$ cat config.mk
export PLATFORM = sky130hd
export DESIGN_NAME = bcd_to_bin
export DESIGN_NICKNAME = d
export VERILOG_FILES = /design/src/rtl/bcd_to_bin.sv
export SDC_FILE = /design/constraint.sdc
export NUM_CORES = 1
export LEC_CHECK = 0
export BUFFER_PORTS_ARGS = -buffer_cell sky130_fd_sc_hd__buf_2
export CAP_MARGIN = 30
export CELL_PAD_IN_SITES_DETAIL_PLACEMENT = 0
export CELL_PAD_IN_SITES_GLOBAL_PLACEMENT = 1
export CORE_MARGIN = 3
export CORE_UTILIZATION = 45
export DETAILED_ROUTE_END_ITERATION = 7
export PLACE_DENSITY_LB_ADDON = 0.12
export SYNTH_ARGS = -nofsm -noshare
export SYNTH_HDL_FRONTEND = slang
export SYNTH_SLANG_ARGS = --single-unit
$ cat constraint.sdc
create_clock -name clk -period 8.1 [get_ports clk]
set_input_delay 0.81 -clock clk [delete_from_list [all_inputs] [get_ports clk]]
set_output_delay 0.81 -clock clk [all_outputs]
set_load 0.02 [all_outputs]
$ cat src/rtl/bcd_to_bin.sv
`default_nettype none
// ============================================================================
// Module   : bcd_to_bin
// Purpose  : Sequential packed-BCD to unsigned binary converter using one
//            multiply-by-ten-and-add step per clock.
// Revision : 1.0 - initial release
// ============================================================================
module bcd_to_bin #(
    parameter int NDIG  = 4,
    parameter int OUT_W = 16
) (
    input  logic              clk,
    input  logic              rst,
    input  logic              start,
    input  logic [4*NDIG-1:0] bcd_in,
    output logic [OUT_W-1:0]  bin_out,
    output logic              busy,
    output logic              done,
    output logic              err
);

    localparam int ACC_W = OUT_W + 4;
    localparam int IDX_W = (NDIG > 1) ? $clog2(NDIG) : 1;
    localparam logic [IDX_W-1:0] C_IDX_LAST = IDX_W'(NDIG - 1);

    typedef enum logic [1:0] {
        S_IDLE = 2'd0,
        S_CONV = 2'd1,
        S_DONE = 2'd2
    } state_t;

    state_t             r_state;
    state_t             w_state_nxt;
    logic               w_load;
    logic [4*NDIG-1:0]  r_digits;
    logic [ACC_W-1:0]   r_acc;
    logic [ACC_W-1:0]   w_acc_nxt;
    logic [IDX_W-1:0]   r_idx;
    logic               r_bad;
    logic               w_bad_nxt;
    logic [3:0]         w_digit;
    logic               w_last;
    logic [OUT_W-1:0]   r_bin_out;
    logic               r_err;

    // Digit under conversion; r_idx counts down from the most-significant digit.
    always_comb begin
        w_digit = 4'd0;
        for (int i = 0; i < NDIG; i++) begin
            if (r_idx == IDX_W'(i)) begin
                w_digit = r_digits[4*i +: 4];
            end
        end
    end

    assign w_acc_nxt = (r_acc << 3) + (r_acc << 1) + {{(ACC_W-4){1'b0}}, w_digit};
    assign w_bad_nxt = r_bad | (w_digit > 4'd9);
    assign w_last    = (r_idx == '0);

    always_ff @(posedge clk or posedge rst) begin
        if (rst) begin
            r_state <= S_IDLE;
        end else begin
            r_state <= w_state_nxt;
        end
    end

    always_comb begin
        w_state_nxt = r_state;
        w_load      = 1'b0;
        case (r_state)
            S_IDLE: begin
                if (start) begin
                    w_load      = 1'b1;
                    w_state_nxt = S_CONV;
                end
            end
            S_CONV: begin
                if (w_last) begin
                    w_state_nxt = S_DONE;
                end
            end
            S_DONE: begin
                if (start) begin
                    w_load      = 1'b1;
                    w_state_nxt = S_CONV;
                end else begin
                    w_state_nxt = S_IDLE;
                end
            end
            default: w_state_nxt = S_IDLE;
        endcase
    end

    always_ff @(posedge clk or posedge rst) begin
        if (rst) begin
            r_digits  <= '0;
            r_acc     <= '0;
            r_idx     <= '0;
            r_bad     <= 1'b0;
            r_bin_out <= '0;
            r_err     <= 1'b0;
        end else if (w_load) begin
            r_digits <= bcd_in;
            r_acc    <= '0;
            r_idx    <= C_IDX_LAST;
            r_bad    <= 1'b0;
        end else if (r_state == S_CONV) begin
            r_acc <= w_acc_nxt;
            r_bad <= w_bad_nxt;
            r_idx <= r_idx - IDX_W'(1);
            // Result is published on the same edge that folds in the last digit.
            if (w_last) begin
                r_bin_out <= w_bad_nxt ? '0 : w_acc_nxt[OUT_W-1:0];
                r_err     <= w_bad_nxt;
            end
        end
    end

    assign bin_out = r_bin_out;
    assign err     = r_err;
    assign busy    = (r_state == S_CONV);
    assign done    = (r_state == S_DONE);

endmodule
`default_nettype wire

# Yosys cells after proc, flatten, opt, wreduce, memory -nomap -nowiden

Cells that the tools add are included.

Flip-flop bits (word level): 53
Input port bits: 19
Output and inout bits: 19

Add/subtract/negate cells: 3
$lt $le $gt $ge: 1
Equal/unequal tests: 7
Muxes and demuxes: 17
Bitwise operators: 2
Reduce and logical (&&, ||, !) cells: 6

Operators by type and width:

| operator            | count |
|---|---|
| $mux 15             | 2 |
| $add 16x16->16      | 1 |
| $add 16x4->16       | 1 |
| $mux 16             | 1 |
| $mux 4              | 4 |
| $mux 2              | 4 |
| $eq 2x2->1 const B  | 3 |
| $pmux 2 s3          | 1 |
| $mux 1              | 5 |
| $eq 2x1->1 const B  | 2 |
| $gt 4x4->1 const B  | 1 |
| $logic_not 2->1     | 2 |
| $reduce_and 3->1    | 1 |
| $ne 2x1->1 const B  | 1 |
| $ne 2x2->1 const B  | 1 |
| $reduce_and 2->1    | 1 |
| $reduce_bool 2->1   | 1 |
| $reduce_or 2->1     | 1 |
| $sub 2x1->2 const B | 1 |
| $not 1->1           | 1 |
| $or 1x1->1          | 1 |

# Longest topological paths before layout

Gate-level depths: netlist of run 1.

Depth in word-level cells: 9
Gate-level depth with buffers: 14

# Worst setup path after synthesis of run 1

No wires, ideal clock.

Kind: reg2reg
From: reg r_idx[0]
To: reg r_bin_out[13] (netlist: bin_out[13])
Setup time: 121 ps
Arrival: 3060 ps
Data required time: 7979 ps
Slack: 4919 ps
Cell stages (with the launch flop): 15
Path buffers: 0
Period minus slack after synthesis: 3181 ps
Path through: dfrtp_1 -> inv_1 -> ha_1 -> a21oi_1 -> o21ai_0 -> a22oi_1 -> fa_1 -> inv_1 -> ha_1 -> a211oi_2 -> o31ai_4 -> o2111ai_2 -> a311oi_2 -> xor2_1 -> a22o_1

Longest elaborated chain between the ends: 8
Elaborated cells on any way between the ends: 13

Ends and longest elaborated chain:

| what                                                                  | RTL line | RTL |
|---|---|---|
| from (decl)                                                           | 38       | `logic [IDX_W-1:0] r_idx;` |
| from (signal assigned)                                                | 111      | `r_idx <= r_idx - IDX_W'(1);` |
| parallel branches: the longest is 8 deep, another holds $add 16x4->16 | -        |  |
| to (signal assigned)                                                  | 114      | `r_bin_out <= w_bad_nxt ? '0 : w_acc_nxt[OUT_W-1:0];` |
| to (decl)                                                             | 43       | `logic [OUT_W-1:0] r_bin_out;` |

Several ways; the timed one is not identified.
A chain may end at the register's enable or synchronous reset.

# Final worst setup path of run 1

From: reg r_idx[0]
To: reg r_bin_out[12] (netlist: bin_out[12])

Same word-level chain as after synthesis.

==> metrics, run 1 <==
outcome completed; worst-case clock skew ~0.011 ns; mux cell area share after synthesis 0; die area approximately 7500 um2; Synth Area in Adders 0.1425; post-synthesis compound-gate area fraction 0.1987; GR Overflow Total 0; top cell type's share of synthesized area 0.4549; Slew HR 0.5191; endpoints failing setup 0; I/O pin count 38; Post-synth top cells 55 x nand2_1, 53 x dfrtp_1, 31 x a22o_1, 30 x ha_1, 14 x a21oi_1; final period utilization 0.4364; fraction of layout cells with a size suffix above 1 0.1830; clk sinks 53; critical path peak fanout 8; clock latency on the worst-skew pair just over 0.3 ns; Die Wd slightly below 90 um; RSZ-0062 raised after global routing no; core area 6096 um2; FF-to-FF Start r_idx[0]; P&R area growth vs syn 13.26%; Fin. Hold Viols 0; CP Data Required Time ~8.3 ns; DR DRC count 0; antenna viol nets, final 0; main combinational cell family by area after synthesis compound AO/OA/AOI/OAI gates; met2 routed WL 2706 um; Clk pin slew, worst setup/hold paths 0.10 ns; Async SR Flop Fraction 1.000; Top Layer Used met4; Starting DRT DRC Count 47; Unique masters post-synth 36; max-slew violations 0; Root Buffer clkbuf_8; final core occ 0.5417; synthesis warning total 0; cells on worst reg2reg path 13; CP Launch Type flip-flop; Setup Buffers After CTS 0; Sum Neg Setup Slack 0 ns; EDFF count, synth 0; Most common cell on crit path ha_1; synthesized instance count roughly 280; crit path cell chain inv_1 -> ha_1 -> a211oi_1 -> a211oi_1 -> ha_1 -> ha_1 -> fa_1 -> a21oi_1 -> o2111ai_1 -> a31o_1 -> a21oi_1 -> xnor2_1 -> a22o_1; CP Class flip-flop to flip-flop; XOR/XNOR Fraction of Synth Area 0.04506; Initial Util 0.4782; post-CTS sizing 0; slowest cell on the critical path dfrtp_1; post-synthesis sequential area ratio 0.4549; global-route wire length before repair between 10,000 and 15,000 um; gpl congestion about 0.8; CTS Buf Count 5; Worst path max stage delay 0.44 ns; Pre-antenna DRT Iters 4; crit path time final ~3.5 ns; met3 routed WL between 200 and 250 um; Post-Synth Simple-Gate Area 0.1262; n_diodes 0; hold buffers post-CTS 0; Yosys reg bits 53; Tot GR Track Use 0.1823; Most used DFF post-synth dfrtp_1; vias per cell 5.395; R2R Path End bin_out[12]; H-tree level count 2; dpl hpwl ~4500 um; most frequent cell after synthesis nand2_1; R2R Setup Slk roughly 4.6 ns; Post-Route WL a little over 6000 um; MaxCap Viol Count 0; Synth area leader dfrtp_1; Area contributors post-synth dfrtp_1 45%, ha_1 13%, a22o_1 9.3%; # rows 28; Buffers & Inverters on Critical Path 1; routed len/inst about 16 um; Layout Nets 367; routed vias about 2,100; Die Y 86.49 um; worst hold path type input pin to asynchronous set/reset pin; Max Root-Sink Buffers 2; CTS tree yes; initial antenna violation count 0; largest net degree at the start of global routing between 40 and 50; vias in the first global route roughly 2,200; met1 wire length 3142 um; Post-Syn Area ~2900 um2; Crit path arrival time approximately 3.7 ns; syn avg cell area about 10 um2; worst-margin pin slew just over 0.7 ns; Max Freq between 200 and 300 MHz; critical path endpoint category flip-flop; IO buf count 37; post-synth net total roughly 330; CP Depth 13; Top Family by Delay on Critical Path compound AO/OA/AOI/OAI gates
## through the flow
stage	setup WS [ns]	cell area [um2]	hold slack, ns	std cells
finish	4.565	3302	0.4172	392
CTS	4.588	3302	0.4188	392
global route	4.301	3302	0.4294	392
detailed placement	4.645	3191	0.4673	384
global placement	4.715	3171	0.4677	383
floorplan	4.919	2915	0.4455	278
## sequential cells by signal, summed over array words and instances (netlist names)
register,cells
bin_out,16
err,1
r_acc,15
r_bad,1
r_digits,16
r_idx,2
r_state,2
## cell usage in the layout (no fill, tap or decap), drive strengths merged, types with 6 or more instances in the layout
master / count
nand2: 56
dfrtp: 53
buf: 41
a22o: 31
ha: 30
a21oi: 15
inv: 13
nor2: 10
xnor2: 9
o21ai: 7
xor2: 6
a211oi: 6
clkbuf: 6
## worst reg2reg max path, stage by stage (launching register included)
cell       delay (ns)
dfrtp_1          0.44
inv_1            0.10
ha_1             0.29
a211oi_1         0.08
a211oi_1         0.36
ha_1             0.30
ha_1             0.25
fa_1             0.42
a21oi_1          0.27
o2111ai_1        0.18
a31o_1           0.25
a21oi_1          0.17
xnor2_1          0.10
a22o_1           0.20
## cell type report
cell class	instances	area, um2
tap	75	93.84
timing repair buffer	41	227.7
inverter	13	48.80
clock inverter	2	38.79
sequential	53	1326
multi-input combinational	202	1494
clock buffer	6	72.57
fill	587	2794
## layer usage
metal,track usage,vias to the layer above
li1,-,1055
met1,0.2736,1015
met2,0.2789,39
met3,0.02376,6
met4,0.04674,0
met5,0,-
## how the worst max path moves through the flow
stage | start | end
final | r_idx[0] | bin_out[12]
after global routing | r_idx[0] | bin_out[12]
after CTS | r_idx[1] | bin_out[12]
after detailed placement | r_idx[0] | bin_out[12]
after global placement | r_idx[1] | bin_out[12]
after floorplan | r_idx[0] | bin_out[13]
## cells by family after synthesis
family,count (synthesis)
AND/OR/NAND/NOR,82
AO/OA/AOI/OAI,73
flip-flops,53
adder cells (fa/ha/maj),32
buffers and inverters,23
XOR/XNOR,15
Power of run 1 is not shown: default switching activity piles up to over one toggle a cycle in this logic, so the estimate is an artifact.
==> inputs of run 2 (changes only) <==
- CORE_UTILIZATION: 45 -> 41
- clock period: 8.1 -> 3.1 ns (I/O delays scaled with it)
==> metrics, run 2 (synthesis gave the netlist of run 1 again) <==
crit path time final 3.076 ns (-0.4590 ns); FF+latch area 1328 um2 (about the same); n_diodes 0 (unchanged); CP Class flip-flop to flip-flop; clk sinks 53 (unchanged); Die Wd 90.33 um (+4.4%); Max Root-Sink Buffers 2 (unchanged); worst hold path type input pin to asynchronous set/reset pin; Root Buffer clkbuf_8; vias per cell 5.077 (-5.9%); H-tree level count 2 (unchanged); Layout Nets 385 (+4.9%); Starting DRT DRC Count 97 (+110%); fin cells 431 (+9.9%); endpoints failing setup 0 (unchanged); Slew HR 0.4826 (-0.03646); CTS Buf Count 5 (unchanged); Place WS -0.1937 ns (-4.839 ns); core area 6832 um2 (+12%); Pre-antenna DRT Iters 4 (unchanged); max-slew violations 0 (unchanged); R2R Path End r_acc[13]; global-route wire length before repair 11,320 um (+4.3%); fraction of layout cells with a size suffix above 1 0.3104 (+0.1275); Post-Route WL 6750 um (+10%); CP Data Required Time 3.30 ns (-4.99 ns); Max Freq 325.1 MHz (+15%); Inst Count DP 420 (+9.4%); CTS tree yes; most frequent cells in the layout 54 x nand2_1, 52 x dfrtp_1, 37 x buf_2; clock latency on the worst-skew pair 0.31 ns (about the same); worst-case clock skew 0.009820 ns (-0.001600 ns); # rows 30 (+7.1%); IO buf count 37 (unchanged); RSZ-0062 raised after global routing yes; routed vias 2,188 (+3.5%); multi-input logic area 1664 um2 (+11%); outcome completed; P&R area growth vs syn 23.78%; largest net degree at the start of global routing 33 (-23%); worst-margin pin slew 0.7735 ns (+0.05393 ns); commonest non-fill, non-tap cell in the layout nand2_1; hold buffers post-CTS 0 (unchanged); final period utilization 0.9923 (+0.5559); gpl congestion 0.8192 (+1.4%); R2R Setup Slk 0.02 ns (-4.54 ns); worst hold slack 0.09204 ns (-0.3252 ns); die area 8159 um2 (+9.1%); vias in the first global route 2,169 (-1.0%); Fillers 652 (+11%); MaxCap Viol Count 0 (unchanged); CP Launch Type flip-flop; initial antenna violation count 0 (unchanged); cells on worst reg2reg path 14 (+1); Crit path arrival time 3.28 ns (-0.45 ns); dpl hpwl 4904 um (+8.5%); Clk pin slew, worst setup/hold paths 0.10 ns (about the same); critical path endpoint category flip-flop; GR Overflow Total 0 (unchanged); I/O pin count 38 (unchanged); routed len/inst 15.66 um (about the same); antenna viol nets, final 0 (unchanged); FF-to-FF Start r_idx[1]; critical path peak fanout 5 (-3); Fin. Hold Viols 0 (unchanged); Tot GR Track Use 0.1731 (-0.009246); Final WS setup 0.02392 ns (-4.541 ns); Die Y 90.33 um (+4.4%); Initial Util 0.4267 (-0.05150); DR DRC count 0 (unchanged)
run 2: changes by cell type in the layout (fill, tap and decap cells not counted), moves of 4 or more:
cell / before / now
a211oi_1: 5 / 1
ha_1: 30 / 24
ha_4: 0 / 4
a21oi_1: 14 / 9
a21oi_2: 1 / 6
buf_4: 3 / 21
run 2: how the worst max path moves through the flow:
stage / startpoint / endpoint / slack [ns] / depth (start not counted)
3_3_place_gp: r_idx[1] / bin_out[13] / -0.14 / 14
6_report: r_idx[1] / r_acc[13] / 0.02 / 14
4_1_cts: r_idx[1] / bin_out[13] / -0.03 / 14
5_1_grt: r_idx[1] / bin_out[13] / -0.12 / 14
3_5_place_dp: r_idx[1] / bin_out[13] / -0.19 / 14
2_1_floorplan: r_idx[0] / bin_out[12] / -0.03 / 13
run 2: repair_timing:
action	in CTS	in global routing
setup buffers	2	1
endpoints found under the setup margin	13	17
resized for setup	11	12
pin swaps	14	8
run 2: final cells by class:
cell class,instances,area share
Clock buffer,7,0.02393
Clock inverter,1,0.002080
Inverter,13,0.01352
Multi-Input combinational cell,202,0.4612
Sequential cell,53,0.3679
Tap cell,96,0.03329
Timing Repair Buffer,59,0.09813
run 2: metrics by stage:
stage          utilization   TNS, ns  instance area, um2
2_1_floorplan            -  -0.07742                2975
3_3_place_gp        0.4932   -0.8027                3369
3_5_place_dp        0.4949    -1.492                3381
4_1_cts             0.5172  -0.04861                3533
5_1_grt             0.5282   -0.8342                3608
6_report            0.5282         0                3608
run 2: layer usage:
metal / up-vias / GRT usage / part of all wire
li1: 1103 / - / -
met1: 1041 / 0.2716 / 0.53
met2: 38 / 0.2446 / 0.42
met3: 6 / 0.03250 / 0.033
met4: 0 / 0.04209 / 0.010
met5: - / 0 / 0
run 2: critical path, cell delays in order (launching register included):
cell       delay (ns)
dfrtp_1          0.44
inv_2            0.10
ha_4             0.19
a21oi_2          0.10
o21ai_1          0.08
a22oi_2          0.16
fa_1             0.45
inv_2            0.11
ha_4             0.21
a211oi_4         0.27
o31ai_4          0.09
o2111ai_4        0.24
a311oi_2         0.14
xor2_1           0.18
a22o_1           0.21
Power of run 2 is left out for the same reason.
==> inputs of run 3 (changes only) <==
- CTS_CLUSTER_DIAMETER: not set -> 150
- PLACE_DENSITY: not set -> 0.79
- PLACE_DENSITY_LB_ADDON: 0.12 -> not set
==> metrics, run 3 (synthesis gave the netlist of run 1 again) <==
outcome finished with violations; failing checks setup timing; Max Freq 318.2 MHz (-2.1%); hold buffers post-CTS 0 (unchanged); CP Launch Type flip-flop; P&R area growth vs syn 25.06%; RSZ-0062 raised after global routing yes; global-route wire length before repair 10,670 um (-5.7%); Root Buffer clkbuf_8; slowest cell on the critical path fa_1; Die Y 90.33 um (unchanged); clk sinks 53 (unchanged); final period utilization 1.014 (+0.02153); most frequent cells in the layout 54 x nand2_1, 51 x dfrtp_1, 37 x buf_2; Worst path max stage delay 0.50 ns (+0.05 ns); IO buf count 37 (unchanged); endpoints failing setup 7 (+7); Place WS -0.1695 ns (+0.02419 ns); antenna viol nets, final 0 (unchanged); Sum Neg Setup Slack -0.1511 ns (-0.1511 ns); Starting DRT DRC Count 70 (-28%); clock latency on the worst-skew pair 0.31 ns (about the same); Buffers & Inverters on Critical Path 5 (+3); worst-margin pin slew 0.7763 ns (+0.002743 ns); max-slew violations 0 (unchanged); Crit path arrival time 3.34 ns (+0.06 ns); routed len/inst 15.22 um (-2.8%); CTS Buf Count 5 (unchanged); Clk pin slew, worst setup/hold paths 0.10 ns (about the same); worst hold path type input pin to asynchronous set/reset pin; Top Family by Delay on Critical Path adder cells; commonest non-fill, non-tap cell in the layout nand2_1; FF-to-FF Start r_idx[1]; critical path peak fanout 3 (-2); R2R Path End r_acc[8]; CP Class flip-flop to flip-flop; routed vias 2,222 (+1.6%); Fin. Hold Viols 0 (unchanged); Die Wd 90.33 um (unchanged); Initial Util 0.4267 (unchanged); Final WS setup -0.04282 ns (-0.06674 ns); Pre-antenna DRT Iters 4 (unchanged); crit path cell chain inv_2 -> ha_4 -> nand2_2 -> o21ai_2 -> a22oi_2 -> fa_1 -> inv_2 -> buf_6 -> fa_2 -> a21oi_4 -> buf_4 -> buf_6 -> o21ai_1 -> a21oi_2 -> xnor2_2 -> a22o_1; vias in the first global route 2,168 (-0.046%); worst-case clock skew 0.01310 ns (+0.003280 ns); # rows 30 (unchanged); cells on worst reg2reg path 16 (+2); vias per cell 5.132 (+1.1%); Layout Nets 387 (+0.52%); R2R Setup Slk -0.04 ns (-0.07 ns); I/O pin count 38 (unchanged); Max Root-Sink Buffers 2 (unchanged); gpl congestion 0.8879 (+8.4%); core area 6832 um2 (unchanged); Tot GR Track Use 0.1621 (-0.01098); crit path time final 3.143 ns (+0.06674 ns); die area 8159 um2 (unchanged); GR Overflow Total 0 (unchanged); largest net degree at the start of global routing 29 (-12%); dpl hpwl 4513 um (-8.0%); Post-Route WL 6590 um (-2.4%); MaxCap Viol Count 0 (unchanged); CTS tree yes; critical path endpoint category flip-flop; H-tree level count 2 (unchanged); Slew HR 0.4808 (-0.001835); DR DRC count 0 (unchanged); initial antenna violation count 0 (unchanged); n_diodes 0 (unchanged); CP Data Required Time 3.30 ns (about the same); fraction of layout cells with a size suffix above 1 0.3234 (+0.01299)
[run 3: metal layers]
metal  wire length (um)  vias to the layer above  track usage
li1                   -                     1102            -
met1               3353                     1075       0.2264
met2               2984                       39       0.2520
met3                170                        6      0.03083
met4                 81                        0      0.05740
met5                  0                        -            0
[run 3: how the worst max path moves through the flow]
| stage | from | endpoint | slack [ns] | cells past startpoint |
|---|---|---|---|---|
| 5_1_grt | r_idx[0] | bin_out[12] | -0.19 | 15 |
| 2_1_floorplan | r_idx[0] | bin_out[12] | -0.03 | 13 |
| 4_1_cts | r_idx[1] | bin_out[12] | -0.02 | 13 |
| 3_3_place_gp | r_idx[1] | bin_out[13] | -0.10 | 14 |
| 6_report | r_idx[1] | r_acc[8] | -0.04 | 16 |
| 3_5_place_dp | r_idx[1] | bin_out[13] | -0.17 | 14 |
[run 3: cell type report]
cell class                 count  area (um2)
clock inverter                 1       7.507
fill                         631        3186
inverter                      13       51.30
sequential                    53        1329
tap                           96       120.1
timing repair buffer          61       376.6
multi-input combinational    202        1675
clock buffer                   7       86.33
[run 3: worst register-to-register path, delay by kind of cell, from the launching register on]
| family | cells | cell delay (ns) |
|---|---|---|
| adder cells (fa/ha/maj) | 3 | 1.02 |
| AO/OA/AOI/OAI | 6 | 0.87 |
| buffers and inverters | 5 | 0.50 |
| flip-flops | 1 | 0.46 |
| XOR/XNOR | 1 | 0.12 |
| AND/OR/NAND/NOR | 1 | 0.05 |
[run 3: what timing repair did]
item,in CTS,in global routing
buffers inserted,2,3
gates cloned,0,0
gates resized for setup,11,21
pin swaps,16,14
setup endpoints to repair,13,17
[run 3: stage by stage]
stage	utilization	hold WS [ns]	std cells	instance area [um2]
after floorplan	-	0.4154	278	2975
after global placement	0.4943	0.4091	420	3377
after detailed placement	0.4943	0.4192	420	3377
after CTS	0.5163	0.07133	430	3527
after global routing	0.5337	0.09222	433	3646
final	0.5337	0.05161	433	3646
Power of run 3 is left out for the same reason.
